## src/rtl/quad_mux_pkg.sv

```systemverilog
// Shared constants and types for the quad nibble mux/demux family.
// Provides default widths, select/enable encodings and the per-slot state type.
package quad_mux_pkg;

    localparam int unsigned QM_WIDTH = 4;   // default nibble width
    localparam int unsigned QM_CNT_W = 8;   // default debug counter width

    localparam logic SEL_A     = 1'b0;      // S value steering to channel A
    localparam logic SEL_B     = 1'b1;      // S value steering to channel B
    localparam logic EN_ACTIVE = 1'b0;      // E value that routes (active-low enable)

    typedef enum logic {
        SLOT_EMPTY = 1'b0,
        SLOT_FULL  = 1'b1
    } slot_state_e;

endpackage : quad_mux_pkg

```

## src/rtl/quad_demux_1to2_reg_slot.sv

```systemverilog
// demux_slot: one-deep registered output slot with valid/ready handshake.
// Ports:
//   clk, rst        clock and synchronous active-high reset
//   fill_i          load data_i into the slot this cycle (caller guarantees can_fill_c_o)
//   data_i          incoming nibble
//   ready_i         downstream consumer accepts
//   data_o          registered slot data
//   valid_o         slot holds a beat (EMPTY/FULL state)
//   cnt_o           wrapping count of delivered beats
//   can_fill_c_o    combinational: slot can take a beat this cycle
module demux_slot
    import quad_mux_pkg::*;
#(
    parameter int unsigned WIDTH = QM_WIDTH,
    parameter int unsigned CNT_W = QM_CNT_W
) (
    input  logic             clk,
    input  logic             rst,
    input  logic             fill_i,
    input  logic [WIDTH-1:0] data_i,
    input  logic             ready_i,
    output logic [WIDTH-1:0] data_o,
    output logic             valid_o,
    output logic [CNT_W-1:0] cnt_o,
    output logic             can_fill_c_o
);

    slot_state_e      state_q;
    logic [WIDTH-1:0] data_q, data_d;
    logic [CNT_W-1:0] cnt_q, cnt_d;
    logic             drain;

    assign valid_o      = (state_q == SLOT_FULL);
    assign drain        = valid_o & ready_i;
    // Full-throughput: a draining slot can be refilled in the same cycle.
    assign can_fill_c_o = !valid_o | ready_i;

    // Next-state for data and delivered counter.
    always_comb begin
        data_d = data_q;
        cnt_d  = cnt_q;
        if (fill_i) begin
            data_d = data_i;
        end
        if (drain) begin
            cnt_d = cnt_q + CNT_W'(1);
        end
    end

    // Slot state machine and registers.
    always_ff @(posedge clk) begin
        if (rst) begin
            state_q <= SLOT_EMPTY;
            data_q  <= '0;
            cnt_q   <= '0;
        end else begin
            data_q <= data_d;
            cnt_q  <= cnt_d;
            case (state_q)
                SLOT_EMPTY: if (fill_i) state_q <= SLOT_FULL;
                SLOT_FULL:  if (drain && !fill_i) state_q <= SLOT_EMPTY;
                default:    state_q <= SLOT_EMPTY;
            endcase
        end
    end

    assign data_o = data_q;
    assign cnt_o  = cnt_q;

endmodule : demux_slot

```

## src/rtl/quad_demux_1to2_reg.sv

```systemverilog
// quad_demux_1to2_reg: registered 1-to-2 nibble demultiplexer with debug counters.
// Ports:
//   clk, rst              clock and synchronous active-high reset
//   D, S, E, in_valid     input beat: data, select (0=A,1=B), active-low enable, qualifier
//   in_ready              combinational: beat accepted when in_valid & in_ready
//   YA, a_valid, a_ready  channel A output slot and handshake
//   YB, b_valid, b_ready  channel B output slot and handshake
//   a_cnt, b_cnt          wrapping delivered-beat counters
//   disc_cnt              saturating count of discarded (E=1) beats
module quad_demux_1to2_reg
    import quad_mux_pkg::*;
#(
    parameter int unsigned WIDTH = QM_WIDTH,
    parameter int unsigned CNT_W = QM_CNT_W
) (
    input  logic             clk,
    input  logic             rst,
    input  logic [WIDTH-1:0] D,
    input  logic             S,
    input  logic             E,
    input  logic             in_valid,
    output logic             in_ready,
    output logic [WIDTH-1:0] YA,
    output logic             a_valid,
    input  logic             a_ready,
    output logic [WIDTH-1:0] YB,
    output logic             b_valid,
    input  logic             b_ready,
    output logic [CNT_W-1:0] a_cnt,
    output logic [CNT_W-1:0] b_cnt,
    output logic [CNT_W-1:0] disc_cnt
);

    logic             a_can_fill, b_can_fill;
    logic             route, fill_a, fill_b, discard;
    logic [CNT_W-1:0] disc_cnt_q, disc_cnt_d;

    assign route = (E == EN_ACTIVE);

    // Discards never stall; routed beats wait on the targeted slot only.
    always_comb begin
        in_ready = 1'b1;
        if (route) begin
            in_ready = (S == SEL_A) ? a_can_fill : b_can_fill;
        end
    end

    assign fill_a  = in_valid & in_ready & route & (S == SEL_A);
    assign fill_b  = in_valid & in_ready & route & (S == SEL_B);
    assign discard = in_valid & !route;

    // Saturating discard counter.
    always_comb begin
        disc_cnt_d = disc_cnt_q;
        if (discard && (disc_cnt_q != {CNT_W{1'b1}})) begin
            disc_cnt_d = disc_cnt_q + CNT_W'(1);
        end
    end

    always_ff @(posedge clk) begin
        if (rst) begin
            disc_cnt_q <= '0;
        end else begin
            disc_cnt_q <= disc_cnt_d;
        end
    end

    assign disc_cnt = disc_cnt_q;

    demux_slot #(
        .WIDTH (WIDTH),
        .CNT_W (CNT_W)
    ) u_slot_a (
        .clk          (clk),
        .rst          (rst),
        .fill_i       (fill_a),
        .data_i       (D),
        .ready_i      (a_ready),
        .data_o       (YA),
        .valid_o      (a_valid),
        .cnt_o        (a_cnt),
        .can_fill_c_o (a_can_fill)
    );

    demux_slot #(
        .WIDTH (WIDTH),
        .CNT_W (CNT_W)
    ) u_slot_b (
        .clk          (clk),
        .rst          (rst),
        .fill_i       (fill_b),
        .data_i       (D),
        .ready_i      (b_ready),
        .data_o       (YB),
        .valid_o      (b_valid),
        .cnt_o        (b_cnt),
        .can_fill_c_o (b_can_fill)
    );

endmodule : quad_demux_1to2_reg

```

## config.mk

```make
export PLATFORM = sky130hd
export DESIGN_NAME = quad_demux_1to2_reg
export DESIGN_NICKNAME = d
export VERILOG_FILES = /design/src/rtl/quad_mux_pkg.sv /design/src/rtl/quad_demux_1to2_reg_slot.sv /design/src/rtl/quad_demux_1to2_reg.sv
export SDC_FILE = /design/constraint.sdc
export NUM_CORES = 1
export LEC_CHECK = 0
export ABC_AREA = 1
export CORE_MARGIN = 2
export CORE_UTILIZATION = 45
export DETAILED_ROUTE_END_ITERATION = 7
export PLACE_DENSITY = 0.82
export SLEW_MARGIN = 20
export SYNTH_ARGS = -nofsm -noshare
export SYNTH_HDL_FRONTEND = slang
export SYNTH_SLANG_ARGS = --single-unit
```

## constraint.sdc

```tcl
create_clock -name clk -period 1.8 [get_ports clk]
set_clock_uncertainty 0.2 [all_clocks]
set_input_delay 0.54 -clock clk [delete_from_list [all_inputs] [get_ports clk]]
set_output_delay 0.54 -clock clk [all_outputs]
set_load 0.03 [all_outputs]
```

==> impl_metrics.py, run 1 <==
metrics = {
    "run_status": {
        "status": "completed",
    },
    "clock_tree": {
        "cts_buffers": 5,
        "htree_num_levels": 2,
        "hold_buffers": 0,
        "clock_latency_ns": 0.29,
        "cts-root-buf": "clkbuf_8",
        "clkSinkCount": 34,
        "cts_tree": "built",
        "clk_pin_slew_worst_paths_ns": 0.07,
        "ctsLongestPathBuffers": 2,
    },
    "floorplan": {
        "start_util_pct": 46.7,
        "die-width_um": 65.4,
        "coreArea_um2": 3630,
        "io_pins": 46,
        "rows": 22,
        "fp.dieH_um": 65.4,
        "dieArea_um2": 4280,
    },
    "sta": {
        "slew_headroom_pct": 78.1,
        "grt_setup_unrepaired": "yes",
        "finalSetupViolations": 0,
        "period_share_pct": 99.9,
        "fmax_ghz": 0.556,
        "hold_viol_final": 0,
        "layout_setup_ws_ns": 0.00242,
        "finalCriticalPeriod_ns": 1.80,
        "tns_ns": 0,
        "tightest_slew_ns": 0.330,
        "final_max_slew_viol_count": 0,
    },
    "global_routing": {
        "grt_pass1_vias": 1522,
        "grt_util_all_layers_pct": 19.6,
        "grt_pass1_wl_mm": 6.55,
        "antenna_found_initial": 0,
        "overflow": 0,
        "grt_max_degree": 19,
    },
    "power": {
        "leakage_nw": 1.20,
        "peakVddDrop_mv": 0.568,
        "powerDensity_nw_per_um2": 634,
    },
    "worst_hold_path": {
        "holdPathEnd": "u_slot_b.data_o[3]",
        "holdPathStages": 2,
        "worstHoldStart": "u_slot_b.data_o[3]",
        "worstHoldPathType": "flip-flop to flip-flop",
    },
    "synthesis": {
        "synth.yosys.seq_area_share_pct": 40.1,
        "synth_area_leaders": "dfxtp_1 (40%), nand2_1 (13%), inv_1 (9.3%)",
        "synthArstFlopShare_pct": 0,
        "syn_inst": 249,
        "syn_area_um2": 1700,
        "synthFlopType": "dfxtp_1",
        "synthTopCellsByCount": "nand2_1 (60), inv_1 (42), nor2_1 (37)",
        "syn_avg_cell_area_um2": 6.82,
        "syn_nets": 263,
        "synth-seq-cells": 34,
        "yosysTopAreaCell": "dfxtp_1",
        "yosysUniqueCellTypes": 27,
        "yosysTopAreaCellShare_pct": 40.1,
        "yosys_warnings": 0,
        "synth_most_common_cell": "nand2_1",
        "synth_edf_count": 0,
    },
    "placed_design": {
        "placed_cell_area_um2": 2320,
        "hpwlAfterDp_mm": 2.85,
        "io_buffers": 45,
        "pre_cts_slack_ns": -0.411,
        "place_congestion": 0.795,
    },
    "route": {
        "ant_nets": 0,
        "wl_per_cell_um": 10.8,
        "wirelength_mm": 4.02,
        "vias": 1748,
        "viasPerCell": 4.70,
        "drc": 0,
        "drtIter0Drc": 90,
        "drtPass1Iterations": 4,
    },
    "critical_path": {
        "cp.required_ns": 1.06,
        "rr_endpoint": "disc_cnt[7]",
        "rrSetupSlack_ns": 0.26,
        "r2r_start": "disc_cnt[0]",
        "cp.arrival_ns": 1.06,
        "crit_type": "input pin to output port",
        "crit_fanout": 2,
        "critPathLaunchType": "input pin",
        "r2r_cells": 8,
        "end_kind": "output port",
    },
    "layout": {
        "diodes": 0,
        "drive_above_1_share_pct": 25.9,
        "final_util_pct": 67.4,
        "nNetsFinal": 337,
        "area_growth_pct": 44.2,
        "postLayoutCellArea_um2": 2450,
    },
    "run": {
        "max_cap_viol_count": 0,
    },
}
-- worst max-delay path by stage --
stage | start | end | slack (ns) | depth (start not counted)
2_1_floorplan | S | in_ready | 0.009 | 3
3_3_place_gp | a_ready | in_ready | -0.39 | 6
3_5_place_dp | a_ready | in_ready | -0.41 | 6
4_1_cts | b_ready | in_ready | -0.08 | 6
5_1_grt | u_slot_a.valid_o | in_ready | -0.04 | 5
6_report | b_ready | in_ready | 0.002 | 6
-- cells in the final DEF, fill, tap and decap left out, types with 2 or more instances in the layout --
master,n
nand2_4,3
buf_2,2
nand3_4,2
dlygate4sd2_1,12
xor2_1,2
dfxtp_2,2
nor2_2,2
clkdlybuf4s50_1,6
nor3_1,5
buf_6,2
dfxtp_1,32
nand4_1,9
nor2_1,37
nor2_4,2
inv_1,39
clkdlybuf4s15_1,5
clkbuf_8,6
nand2_1,56
o21ai_0,4
nand3_1,11
a21oi_1,17
inv_2,6
nand2_2,6
buf_4,41
ha_1,3
clkbuf_2,2
-- layout make-up --
cell class,instances,area [um^2]
flip-flops and latches,34,683
clock inverters,2,12.5
repair buffers,71,586
inverters,46,173
clock buffers,6,82.6
well taps,48,60.1
multi-input cells,165,852
fillers,311,1180
-- layer usage --
metal | wire [um] | track usage, % | up-vias | part of all wire [%]
met5 | 0 | 0 | - | 0
met4 | 44 | 6.77 | 0 | 1.1
met3 | 230 | 6.16 | 7 | 5.7
met2 | 1930 | 33.0 | 40 | 48
met1 | 1820 | 23.5 | 781 | 45
li1 | - | - | 920 | -
-- logic make-up (layout without fill, tap and decap cells) --
kind of cell    Yosys count  count (layout)  synth area share [%]
xor+xnor                  2               2                  1.03
buf+inv                  50             125                  11.6
compound gates           22              22                  6.71
flops                    34              34                  40.1
fa+ha+maj                 3               3                  2.21
simple gates            138             138                  38.3
-- flip-flops by register name (all words and copies together) (netlist names) --
register	count
disc_cnt	8
u_slot_a.cnt_o	8
u_slot_a.data_o	4
u_slot_a.valid_o	1
u_slot_b.cnt_o	8
u_slot_b.data_o	4
u_slot_b.valid_o	1
-- report_power, final --
group	internal [W]	total, W	switching (W)	leakage, nW
clock	0.000307	0.000592	0.000284	0.0472
combinational	0.0000780	0.000185	0.000107	0.880
sequential	0.000766	0.000776	0.0000101	0.276
-- stage by stage --
| step | hold slack, ns | power [W] | cells |
|---|---|---|---|
| after detailed placement | 0.279 | 0.000973 | 360 |
| after floorplan | 0.387 | 0.000887 | 249 |
| after CTS | 0.291 | 0.00156 | 370 |
| after global placement | 0.266 | 0.000969 | 360 |
| final | 0.288 | 0.00155 | 372 |
| after global routing | 0.317 | 0.00163 | 372 |
-- critical path: stages --
cell,delay [ns]
clkbuf_2,0.09
inv_1,0.06
nand2_2,0.05
nand2_2,0.10
nand3_4,0.07
buf_6,0.14
-- repair_timing --
item | in CTS | in global routing
endpoints found under the hold margin | 0 | 0
setup buffers | 2 | 2
pin swaps | 3 | 3
endpoints found under the setup margin | 18 | 6
resized for setup | 35 | 16
Power figures use the tool's default switching activity.
==> run 2, diff against run 1 <==
--- a/config.mk
+++ b/config.mk
@@ -10,6 +10,7 @@
 export CORE_UTILIZATION = 45
 export DETAILED_ROUTE_END_ITERATION = 7
 export PLACE_DENSITY = 0.82
+export SETUP_SLACK_MARGIN = 0.15
 export SLEW_MARGIN = 20
 export SYNTH_ARGS = -nofsm -noshare
 export SYNTH_HDL_FRONTEND = slang
==> constraint.sdc (replaced) <==
create_clock -name clk -period 1.9 [get_ports clk]
set_clock_uncertainty 0.2 [all_clocks]
set_input_delay 0.57 -clock clk [delete_from_list [all_inputs] [get_ports clk]]
set_output_delay 0.57 -clock clk [all_outputs]
set_load 0.03 [all_outputs]
==> impl_metrics.py, run 2 (synthesis gave the netlist of run 1 again) <==
metrics = {
    "clock_tree": {
        "clkSinkCount": 34,
        "hold_buffers": 0,
        "ctsLongestPathBuffers": 2,
        "clk_pin_slew_worst_paths_ns": 0.06,
        "cts-root-buf": "clkbuf_8",
        "cts_tree": "built",
        "clock_latency_ns": 0.28,
        "cts_buffers": 5,
        "htree_num_levels": 2,
    },
    "run_status": {
        "status": "completed",
    },
    "floorplan": {
        "fp.dieH_um": 65.4,
        "io_pins": 46,
        "dieArea_um2": 4280,
        "start_util_pct": 46.7,
        "die-width_um": 65.4,
        "rows": 22,
        "coreArea_um2": 3630,
    },
    "critical_path": {
        "crit_fanout": 2,
        "crit_type": "input pin to output port",
        "cp.arrival_ns": 1.09,
        "cp.required_ns": 1.13,
        "end_kind": "output port",
        "critPathLaunchType": "input pin",
    },
    "sta": {
        "final_max_slew_viol_count": 0,
        "finalSetupViolations": 0,
        "hold_viol_final": 0,
        "period_share_pct": 97.6,
        "slew_headroom_pct": 81.2,
        "timing.hold.ws_ns": 0.288,
        "fmax_ghz": 0.539,
        "tightest_slew_ns": 0.281,
        "grt_setup_unrepaired": "yes",
        "finalCriticalPeriod_ns": 1.86,
        "layout_setup_ws_ns": 0.0449,
        "tns_ns": 0,
    },
    "route": {
        "ant_nets": 0,
        "drtPass1Iterations": 5,
        "drc": 0,
        "wirelength_mm": 4.30,
        "wl_per_cell_um": 11.3,
        "drtIter0Drc": 93,
        "viasPerCell": 4.74,
        "vias": 1807,
    },
    "run": {
        "max_cap_viol_count": 0,
    },
    "placed_design": {
        "pre_cts_slack_ns": -0.401,
        "hpwlAfterDp_mm": 3.04,
        "io_buffers": 45,
        "place_congestion": 0.800,
    },
    "layout": {
        "area_growth_pct": 48.9,
        "final_cell_mix": "nand2_1 (56), inv_1 (38), nor2_1 (37)",
        "diodes": 0,
        "drive_above_1_share_pct": 33.0,
        "layout_commonest_cell": "nand2_1",
        "nNetsFinal": 347,
    },
    "power": {
        "power.share.switching_pct": 25.4,
        "power.switching_w": 0.000362,
        "powerDensity_nw_per_um2": 562,
        "pwr-share-clk_pct": 35.2,
        "pwr-share-seq_pct": 51.6,
        "internal_power_w": 0.00106,
        "pwr-share-comb_pct": 13.2,
        "peakVddDrop_mv": 0.290,
        "leakage_nw": 1.19,
    },
    "global_routing": {
        "antenna_found_initial": 0,
        "grt_pass1_vias": 1706,
        "overflow": 0,
        "grt_util_all_layers_pct": 22.2,
        "grt_max_degree": 17,
        "grt_pass1_wl_mm": 7.33,
    },
    "worst_hold_path": {
        "worstHoldPathType": "flip-flop to flip-flop",
    },
}
[run 2: cell count changes in the layout (fill, tap and decap cells not counted), sizes merged]
cell | previous run | this run
dlygate4sd2 | 12 | 0
clkinv | 2 | 1
clkdlybuf4s18 | 0 | 1
buf | 46 | 53
clkdlybuf4s15 | 5 | 20
clkinvlp | 1 | 0
[run 2: through the flow]
step	power, W	std cells	area [um^2]	util, %
finish	0.00142	381	2530	69.6
global route	0.00149	381	2530	69.6
CTS	0.00143	379	2560	70.4
detailed placement	0.000925	368	2410	66.3
global placement	0.000920	368	2410	66.3
floorplan	0.000841	249	1700	-
[run 2: metal layers]
layer  vias to the layer above  part of all wire [%]  GRT usage (%)
li1                        936                     -              -
met1                       804                    42           24.6
met2                        60                    50           40.2
met3                         7                   5.3           5.48
met4                         0                   2.0           9.38
met5                         -                     0              0
[run 2: final cells by class]
cell class	count	area, um^2
Tap cell	48	60.1
Multi-Input combinational cell	165	852
Sequential cell	34	684
Clock buffer	7	76.3
Fill cell	324	1100
Timing Repair Buffer	81	681
Inverter	46	175
[run 2: critical path: stages]
cell	delay [ns]
clkdlybuf4s15_2	0.20
inv_2	0.09
nand3_4	0.09
buf_6	0.14
[run 2: path summary, 6_finish.rpt]
check	cells past startpoint	endpoint	startpoint	slack, ns
min reg2reg	2	u_slot_a.cnt_o[5]	u_slot_a.cnt_o[5]	0.29
max	4	in_ready	E	0.04
max reg2reg	9	u_slot_a.data_o[3]	u_slot_b.valid_o	0.32
min	2	u_slot_a.cnt_o[5]	u_slot_a.cnt_o[5]	0.29
[run 2: repair_timing]
action,4_1_cts,5_1_grt
resized for setup,132,26
pin swaps,4,2
setup endpoints to repair,45,16
buffers inserted,4,2
[run 2: power groups by stage]
stage               registers [W]  clock network, W   logic, W
finish                   0.000734          0.000500   0.000188
floorplan                0.000776                 0  0.0000647
global placement         0.000749                 0   0.000170
detailed placement       0.000749                 0   0.000175
global route             0.000735          0.000551   0.000203
CTS                      0.000734          0.000518   0.000180
